==> src/rtl/mem_port_arbiter.sv <==
// mem_port_arbiter: shares one single-port memory between a fetch and a data requester.
// Data has priority, bounded by a starvation counter; stalled transactions abort on timeout.
module mem_port_arbiter #(
   parameter int STARVE_LIMIT = 4,
   parameter int TIMEOUT      = 15
) (
   input  logic        clk,
   input  logic        rst_n,
   input  logic        FetchReq,
   input  logic [31:0] FetchAddr,
   output logic        FetchAck,
   output logic [31:0] FetchRData,
   input  logic        DataReq,
   input  logic        DataWEn,
   input  logic [31:0] DataAddr,
   input  logic [31:0] DataWData,
   output logic        DataAck,
   output logic [31:0] DataRData,
   output logic        Err,
   output logic        MemReq,
   output logic        MemWEn,
   output logic [31:0] MemAddr,
   output logic [31:0] MemWData,
   input  logic        MemAck,
   input  logic [31:0] MemRData
);
   typedef enum logic [1:0] {IDLE, BUSY_F, BUSY_D} state_t;
   state_t      state_q;
   logic        mem_req_q, mem_wen_q, fetch_ack_q, data_ack_q, err_q;
   logic [31:0] mem_addr_q, mem_wdata_q, fetch_rdata_q, data_rdata_q;
   logic [3:0]  starve_q, starve_d;
   logic [7:0]  tmo_q;
   logic        arb_en, grant_f, grant_d, done;
   always_comb begin
      // Nobody is granted in an Ack cycle: the acked requester's Req is stale, and
      // letting the other side in there would make data back-to-back grants impossible.
      arb_en   = state_q == IDLE && !fetch_ack_q && !data_ack_q;
      grant_f  = arb_en && FetchReq && (!DataReq || starve_q == 4'(STARVE_LIMIT));
      grant_d  = arb_en && DataReq && !grant_f;
      starve_d = grant_f ? '0 : grant_d ? (FetchReq ? starve_q + 4'd1 : '0) : starve_q;
      done     = state_q != IDLE && (MemAck || tmo_q == 8'(TIMEOUT - 1));
   end
   always_ff @(posedge clk or negedge rst_n) begin
      if (!rst_n) begin
         state_q       <= IDLE;
         mem_req_q     <= 1'b0;
         mem_wen_q     <= 1'b0;
         mem_addr_q    <= '0;
         mem_wdata_q   <= '0;
         fetch_ack_q   <= 1'b0;
         data_ack_q    <= 1'b0;
         err_q         <= 1'b0;
         fetch_rdata_q <= '0;
         data_rdata_q  <= '0;
         starve_q      <= '0;
         tmo_q         <= '0;
      end else begin
         fetch_ack_q <= 1'b0;
         data_ack_q  <= 1'b0;
         err_q       <= 1'b0;
         starve_q    <= starve_d;
         if (grant_f || grant_d) begin
            state_q     <= grant_f ? BUSY_F : BUSY_D;
            mem_req_q   <= 1'b1;
            mem_addr_q  <= grant_f ? FetchAddr : DataAddr;
            mem_wdata_q <= grant_f ? '0 : DataWData;
            mem_wen_q   <= grant_d && DataWEn;
            tmo_q       <= '0;
         end else if (done) begin
            state_q     <= IDLE;
            mem_req_q   <= 1'b0;
            err_q       <= !MemAck;
            fetch_ack_q <= state_q == BUSY_F;
            data_ack_q  <= state_q == BUSY_D;
            if (state_q == BUSY_F)
               fetch_rdata_q <= MemAck ? MemRData : '0;
            else if (!MemAck || !mem_wen_q)
               data_rdata_q <= MemAck ? MemRData : '0;
         end else if (state_q != IDLE) begin
            tmo_q <= tmo_q + 8'd1;
         end
      end
   end
   assign FetchAck   = fetch_ack_q;
   assign FetchRData = fetch_rdata_q;
   assign DataAck    = data_ack_q;
   assign DataRData  = data_rdata_q;
   assign Err        = err_q;
   assign MemReq     = mem_req_q;
   assign MemWEn     = mem_wen_q;
   assign MemAddr    = mem_addr_q;
   assign MemWData   = mem_wdata_q;
endmodule

==> config.mk <==
export PLATFORM = sky130hd
export DESIGN_NAME = mem_port_arbiter
export DESIGN_NICKNAME = d
export VERILOG_FILES = /design/src/rtl/mem_port_arbiter.sv
export SDC_FILE = /design/constraint.sdc
export NUM_CORES = 1
export LEC_CHECK = 0
export CORE_MARGIN = 3
export CORE_UTILIZATION = 45
export CTS_CLUSTER_DIAMETER = 50
export DETAILED_ROUTE_END_ITERATION = 10
export GPL_ROUTABILITY_DRIVEN = 0
export GPL_TIMING_DRIVEN = 0
export PLACE_DENSITY = 0.83
export SLEW_MARGIN = 20
export SYNTH_ARGS = -nofsm -noshare
export SYNTH_HDL_FRONTEND = slang
export SYNTH_SLANG_ARGS = --single-unit
==> constraint.sdc <==
create_clock -name clk -period 3.9 [get_ports clk]
set_input_delay 0.585 -clock clk [delete_from_list [all_inputs] [get_ports clk]]
set_output_delay 0.585 -clock clk [all_outputs]
set_load 0.1 [all_outputs]
### Word-level counts from Yosys, hierarchy flattened

Cells that the tools add are included.

| cells by class | value |
|---|---|
| bitwise gates (word level) | 2 |
| reduce and logical (&&, ||, !) cells | 26 |
| multiply operators | 0 |
| eq/ne operators | 5 |
| $add $sub $neg | 2 |
| divide/modulo/power cells | 0 |
| $lt $le $gt $ge | 0 |
| shift operators | 0 |
| multiplexer cells | 20 |

Operator list:

| cell | count |
|---|---|
| two-way mux 32 bit | 3 |
| two-way mux 8 bit | 3 |
| two-way mux 4 bit | 3 |
| adder 8 x 1 -> 8 bit (second input constant) | 1 |
| equality test 8 x 4 -> 1 bit (second input constant) | 1 |
| logical AND 1 bit | 8 |
| two-way mux 1 bit | 8 |
| nonzero test 2 bit | 4 |
| zero test 1 bit | 6 |
| two-way mux 2 bit | 3 |
| adder 4 x 1 -> 4 bit (second input constant) | 1 |
| equality test 4 x 3 -> 1 bit (second input constant) | 1 |
| logical OR 1 bit | 4 |
| AND reduction 4 bit | 1 |
| AND reduction 3 bit | 1 |
| equality test 2 x 1 -> 1 bit (second input constant) | 1 |
| equality test 2 bit (second input constant) | 1 |
| zero test 2 bit | 1 |
| != test 2 x 1 -> 1 bit (second input constant) | 1 |
| NOT 1 bit | 2 |
| AND reduction 2 bit | 1 |

| storage, ports and cells | value |
|---|---|
| bits of input ports | 134 |
| flip-flop bits (word level) | 147 |
| memories kept | 0 |
| bits in latches | 0 |
| memory bits (writable) | 0 |
| ROM bits | 0 |
| output and inout port bits | 133 |

### Logic depth before layout (Yosys ltp)

Gate-level depths: netlist of run 1.

| logic depth | value |
|---|---|
| word-level depth | 10 |
| mapped depth | 8 |
| depth with buffers taken out | 6 |

### Worst setup path before layout of run 1

OpenSTA, ideal clock, no wires.

| timing | value |
|---|---|
| kind | register to register |
| start | register data_ack_q (netlist: DataAck) |
| end | register mem_addr_q[10] (netlist: MemAddr[10]) |
| slack | 1750 ps |
| data required time | 3767 ps |
| stages on the path, launching flop included | 6 |
| path buffers | 1 |
| arrival time | 2017 ps |
| setup time | 133 ps |
| cell sequence | dfrtp_1 nor4_2 nand2_1 buf_1 mux2i_1 o21ai_0 |

| on the way | value |
|---|---|
| cells in the longest elaborated chain, start to end | 7 |
| elaborated cells on any way between the ends | 9 |
| those cells by class | mux (1); reduce/logical (8) |

Ends and longest elaborated chain:

| what | line | RTL |
|---|---|---|
| from (decl) | 29 | `logic mem_req_q, mem_wen_q, fetch_ack_q, data_ack_q, err_q;` |
| from (signal assigned) | 51 | `data_ack_q <= 1'b0;` |
| from (signal assigned) | 59 | `data_ack_q <= 1'b0;` |
| from (signal assigned) | 74 | `data_ack_q <= state_q == BUSY_D;` |
| zero test 1 bit * | 37 | `arb_en = state_q == IDLE && !fetch_ack_q && !data_ack_q;` |
| logical AND 1 bit * | 37 |  |
| logical AND 1 bit (2 in a row) | 38 | `grant_f = arb_en && FetchReq && (!DataReq \|\| starve_q == 4'(STARVE_LIMIT));` |
| zero test 1 bit | 39 | `grant_d = arb_en && DataReq && !grant_f;` |
| logical AND 1 bit | 39 |  |
| logical OR 1 bit | 62 | `if (grant_f \|\| grant_d) begin` |
| to (signal assigned) | 65 | `mem_addr_q <= grant_f ? FetchAddr : DataAddr;` |
| to (decl) | 30 | `logic [31:0] mem_addr_q, mem_wdata_q, fetch_rdata_q, data_rdata_q;` |

Every way passes the cells marked *; elsewhere a longest branch is shown, timed or not.
A chain may end at the register's enable or synchronous reset.

### Final worst setup path of run 1

| timing | value |
|---|---|
| start | register fetch_ack_q (netlist: FetchAck) |
| end | output FetchAck |

RTL lines:

| what | line | RTL |
|---|---|---|
| from (decl) | 29 |  |
| from (signal assigned) | 50 | `fetch_ack_q <= 1'b0;` |
| from (signal assigned) | 58 | `fetch_ack_q <= 1'b0;` |
| from (signal assigned) | 73 | `fetch_ack_q <= state_q == BUSY_F;` |
| to (decl) | 11 | `output logic FetchAck,` |

No word-level cell between the ends.

==> reports/metrics.yaml, run 1 <==
min_path:
  hold_path.class: "input pin to asynchronous set/reset pin"
cts:
  cts-root-buf: "clkbuf_16"
  cts_max_level: 4
  numCtsBuffers: 17
  cts_tree: "built"
  clock_latency_ns: 0.42
  clock-sinks: 147
  ctsHoldBuffers: 0
  clk_pin_slew_ns: 0.06
  cts_buffer_depth: 2
  cts_setup_buffers: 0
  ctsResizeCount: 0
die:
  start_util: 0.470
  rows: 41
  fp.dieH_um: 122
  ios: 267
  die_x_um: 122
  core_area_um2: 12900
  die_area_um2: 14900
run:
  max_cap_viol_count: 0
logic_synthesis:
  ys_seq_area_frac: 0.605
  yosysWarnings: 0
  avgSynthCellArea_um2: 11.9
  ys_seq_elements: 147
  synth.cell_area_um2: 6080
  synth_compound_area_frac: 0.139
  synthAdderAreaFrac: 0.00824
  yosys.area_share.simple: 0.0756
  synth_top_family_by_area: "compound AO/OA/AOI/OAI gates"
  synthMuxAreaShare: 0.110
  synth_cells: 511
  synth_xor_area_frac: 0.00865
  ys_types: 37
  syn_nets: 649
worst_setup_path:
  critPathTopFamily: "buffers and inverters"
  critPathRequiredTime_ns: 3.31
  r2r_slack_ns: 1.81
  slowest_stage: "clkdlybuf4s50_1"
  worstPathArrival_ns: 1.99
  r2r_start: "state_q[1]"
  rr_endpoint: "MemAddr[3]"
  cpPeakStageDelay_ns: 1.18
  crit_path_end_kind: "primary output"
  path_cells: "clkdlybuf4s50_1"
  critPathKind: "flip-flop to primary output"
  reg2reg_depth: 6
  crit_buf_inv: 1
  start_kind: "flip-flop"
  cp_max_fo: 3
detailed_routing:
  wl_mm: 18.5
  wl_per_cell_um: 18.8
  vias: 5067
  drtAntennaViolNets: 0
  firstDrtPassIters: 6
  drc: 0
  drtIter0Drc: 287
  routed_via_density: 5.17
run_status:
  outcome: "completed"
cells_and_area:
  multi_input_area_um2: 2080
  n_antenna_cell: 0
  final_nets: 935
  seq_area_um2: 3680
  area_growth_pct: 57.7
  drive_gt1_frac: 0.0606
  final_common_cell: "clkdlybuf4s50_1"
  final_area_um2: 9580
  final_cell_mix: "clkdlybuf4s50_1 (265), dfrtp_1 (147), nand2_1 (75)"
  nFillCells: 894
placement:
  io_buffers: 266
  place_ws_ns: 1.39
  dp_hpwl_mm: 13.8
  placed_area_um2: 8990
timing:
  setup_slack_ns: 1.32
  worst_pin_slew_ns: 1.05
  finalHoldViolCount: 0
  fin_worst_skew_ns: 0.0114
  finalMaxSlewViolations: 0
  relSlewSlack: 0.300
  rsz0062_at_grt: "false"
  min_period_over_period: 0.661
  fmax_mhz: 388
  period_needed_ns: 2.58
  setup_violations: 0
global_route:
  antenna_found_initial: 1
  overflow: 0
  met2_usage: 0.457
  met1_usage: 0.275
  grt_pass1_vias: 5510
  grt_use_met3: 0.118
  busiest_layer: "met2"
  track_usage: 0.257
  grt_pass1_wl_mm: 29.5
  grt_max_degree: 98
-- per-stage QoR --
stage	setup TNS, ns	cells	utilization	hold WS, ns
after floorplan	0	511	-	0.289
after global placement	-499.13	949	0.693	0.464
after detailed placement	0	950	0.695	0.484
after CTS	0	981	0.741	0.0753
after global routing	0	981	0.741	0.0847
final	0	981	0.741	0.0609
-- cells by family (layout without fill, tap and decap cells) --
logic type,count (synthesis),count (layout)
buffers and inverters,69,367
and+or+nand+nor,105,105
DFF,147,147
xor gates and xnor gates,6,6
adders and majority gates,4,4
muxes,67,67
AOI/OAI and AO/OA,113,113
-- how the worst max path moves through the flow --
stage | endpoint | from | slack, ns | cells past startpoint
2_1_floorplan | MemAddr[10] | DataAck | 1.75 | 5
5_1_grt | FetchAck | FetchAck | 1.27 | 1
3_3_place_gp | MemAddr[21] | rst_n | -3.40 | 1
4_1_cts | FetchAck | FetchAck | 1.30 | 1
6_report | FetchAck | FetchAck | 1.32 | 1
3_5_place_dp | DataRData[23] | MemAck | 1.39 | 5
-- flip-flops by register name, summed over array words and instances, names as in the netlist, 2 cells and up --
signal      cells
starve_q        4
state_q         2
MemWData       32
DataRData      32
FetchRData     32
MemAddr        32
tmo_q           8
-- metal layers --
layer  vias up  routed length [um]
met3        22                2140
met2       209                9450
met1      2487                6660
li1       2347                   -
met5         -                  11
met4         2                 237
-- area by class of cell --
cell class / count / area share
Clock buffer: 22 / 0.0485
Timing Repair Buffer: 267 / 0.281
Multi-Input combinational cell: 295 / 0.217
Tap cell: 172 / 0.0225
Clock inverter: 9 / 0.0136
Inverter: 36 / 0.0141
Buffer: 33 / 0.0195
Sequential cell: 147 / 0.384
-- Yosys cell counts --
| cell type | n | area, um^2 |
|---|---|---|
| o211a_1 | 1 | 10.0 |
| o22ai_1 | 1 | 6.26 |
| o21ai_0 | 30 | 150 |
| inv_1 | 36 | 135 |
| a21bo_2 | 1 | 10.0 |
| mux2i_1 | 67 | 671 |
| o21bai_1 | 1 | 7.51 |
| nor2b_1 | 1 | 6.26 |
| buf_4 | 5 | 37.5 |
| o21ai_1 | 7 | 35.0 |
| and4b_1 | 1 | 10.0 |
| a22o_1 | 63 | 552 |
| or4_4 | 1 | 11.3 |
| nor3b_1 | 2 | 15.0 |
| clkbuf_1 | 14 | 52.6 |
| nor2_1 | 9 | 33.8 |
| a211oi_1 | 1 | 7.51 |
| a21oi_1 | 2 | 10.0 |
| nand3_1 | 4 | 20.0 |
| xnor2_1 | 5 | 43.8 |
| ha_1 | 4 | 50.1 |
| buf_6 | 5 | 56.3 |
| a32o_1 | 2 | 20.0 |
| nand2_1 | 75 | 282 |
| buf_1 | 4 | 15.0 |
| xor2_1 | 1 | 8.76 |
| nor3_1 | 3 | 15.0 |
| buf_2 | 5 | 25.0 |
| a211oi_2 | 1 | 12.5 |
| nand3b_1 | 3 | 22.5 |
| nand4_1 | 1 | 6.26 |
| dfrtp_1 | 147 | 3680 |
| and2_1 | 2 | 12.5 |
| nor4_2 | 1 | 12.5 |
| nor4_1 | 1 | 6.26 |
| a21o_1 | 3 | 22.5 |
| nand2b_1 | 1 | 6.26 |
Power of run 1 is left out: the tool's default activity adds up to more than one toggle a clock period on the data nets, which glitch-free logic cannot reach.
==> run 2: changes to the inputs <==
Settings changed: CORE_UTILIZATION 45 to 38, PLACE_DENSITY 0.83 to 0.75.
Clock period 3.9 ns to 2.2 ns, I/O delays scaled along.
==> reports/metrics.yaml, run 2 (same netlist as run 1, synthesis figures left out) <==
detailed_routing:
  firstDrtPassIters: 4  # -2
  drc: 0  # unchanged
  drtIter0Drc: 226  # -21%
  wl_per_cell_um: 17.4  # -7.9%
  routed_via_density: 4.91  # -4.9%
  wl_mm: 17.7  # -4.2%
  route.met2.wl_mm: 8.78  # -7.1%
  wl_met1_mm: 7.13  # +7.1%
  dr.max_layer_used: "met4"
  vias: 5013  # -1.1%
  drtAntennaViolNets: 0  # unchanged
  wl_met3_mm: 1.56  # -27%
worst_setup_path:
  crit_buf_inv: 1  # unchanged
  start_kind: "flip-flop"
  critPathTopFamily: "buffers and inverters"
  critPathKind: "flip-flop to primary output"
  path_cells: "dlygate4sd2_1"
  critPathRequiredTime_ns: 1.87  # -1.44 ns
  worstPathArrival_ns: 1.75  # -0.24 ns
  slowest_stage: "dlygate4sd2_1"
  crit_path_end_kind: "primary output"
  r2r_slack_ns: 0.16  # -1.65 ns
  cp_max_fo: 3  # unchanged
  cpPeakStageDelay_ns: 0.90  # -0.28 ns
cells_and_area:
  finish.utilization: 0.620  # -0.122
  final_nets: 936  # +0.11%
  area_growth_pct: 57.3
  drive_gt1_frac: 0.0667  # +0.00610
  n_antenna_cell: 0  # unchanged
  final_cell_mix: "dfrtp_1 (147), dlygate4sd2_1 (133), clkdlybuf4s50_1 (132)"
  nFillCells: 1310  # +47%
  final_common_cell: "dfrtp_1"
timing:
  fin_worst_skew_ns: 0.00916  # -0.00220 ns
  worst_pin_slew_ns: 1.00  # -0.0450 ns
  setup-tns-final_ns: 0  # unchanged
  min_period_over_period: 0.946
  setup_violations: 0  # unchanged
  whs_ns: 0.462  # +0.401 ns
  relSlewSlack: 0.335  # +0.0349
  rsz0062_at_grt: "false"
  period_needed_ns: 2.08
  finalMaxSlewViolations: 0  # unchanged
  fmax_mhz: 480
  finalHoldViolCount: 0  # unchanged
cts:
  cts_tree: "built"
  cts-root-buf: "clkbuf_16"
  cts_buffer_depth: 2  # unchanged
  clock_latency_ns: 0.42  # about the same
  clk_pin_slew_ns: 0.06  # about the same
  numCtsBuffers: 17  # unchanged
  clock-sinks: 147  # unchanged
  cts_max_level: 4  # unchanged
global_route:
  track_usage: 0.202  # -0.0556
  grt_pass1_wl_mm: 28.4  # -3.8%
  grt_max_degree: 78  # -20%
  grt_pass1_vias: 5386  # -2.3%
  antenna_found_initial: 0  # -1
  overflow: 0  # unchanged
die:
  core_area_um2: 15400  # +19%
  die_x_um: 132  # +8.4%
  start_util: 0.394  # -0.0762
  rows: 45  # +9.8%
  fp.dieH_um: 132  # +8.4%
  ios: 267  # unchanged
  die_area_um2: 17500  # +17%
run_status:
  outcome: "completed"
placement:
  dp_hpwl_mm: 13.1  # -4.8%
  io_buffers: 266  # unchanged
run:
  max_cap_viol_count: 0  # unchanged
min_path:
  hold_path.class: "input pin to flip-flop"
==> run 2: metal layers <==
layer | up-vias | global-route usage
met4 | 0 | 0.0629
met5 | - | 0
li1 | 2345 | -
met2 | 197 | 0.341
met3 | 17 | 0.0764
met1 | 2454 | 0.240
==> run 2: final cells by class <==
class	count	area, um^2	share of cell area
Inverter	36	135	0.0141
Clock inverter	11	198	0.0207
Tap cell	211	264	0.0276
Sequential cell	147	3680	0.385
Timing Repair Buffer	268	2540	0.266
Buffer	33	199	0.0208
Clock buffer	20	457	0.0478
Multi-Input combinational cell	295	2090	0.218
==> run 2: metrics by stage <==
stage          instances  setup slack, ns  area [um^2]
2_1_floorplan        511           0.0497         6080
3_3_place_gp         988            -4.92         9000
4_1_cts             1021           0.0722         9530
6_report            1021            0.118         9560
5_1_grt             1021           0.0109         9560
3_5_place_dp         989           -0.116         9030
==> run 2: timing repair <==
action / 4_1_cts / 5_1_grt
setup buffers: 0 / 0
resized for setup: 133 / 8
endpoints found under the hold margin: 76 / 0
setup endpoints to repair: 133 / 54
hold buffers: 1 / 0
==> run 2: path summary, 6_finish.rpt <==
| path | from | endpoint | depth (start not counted) |
|---|---|---|---|
| worst max-delay path | FetchAck | FetchAck | 1 |
| worst min-delay path | FetchAddr[17] | MemAddr[17] | 3 |
| worst max register to register | tmo_q[0] | DataRData[27] | 7 |
| worst min register to register | MemReq | MemReq | 1 |
| max in group asynchronous | rst_n | MemAddr[11] | 3 |
| min in group asynchronous | rst_n | FetchRData[21] | 2 |
Power of run 2 is left out for the same reason.
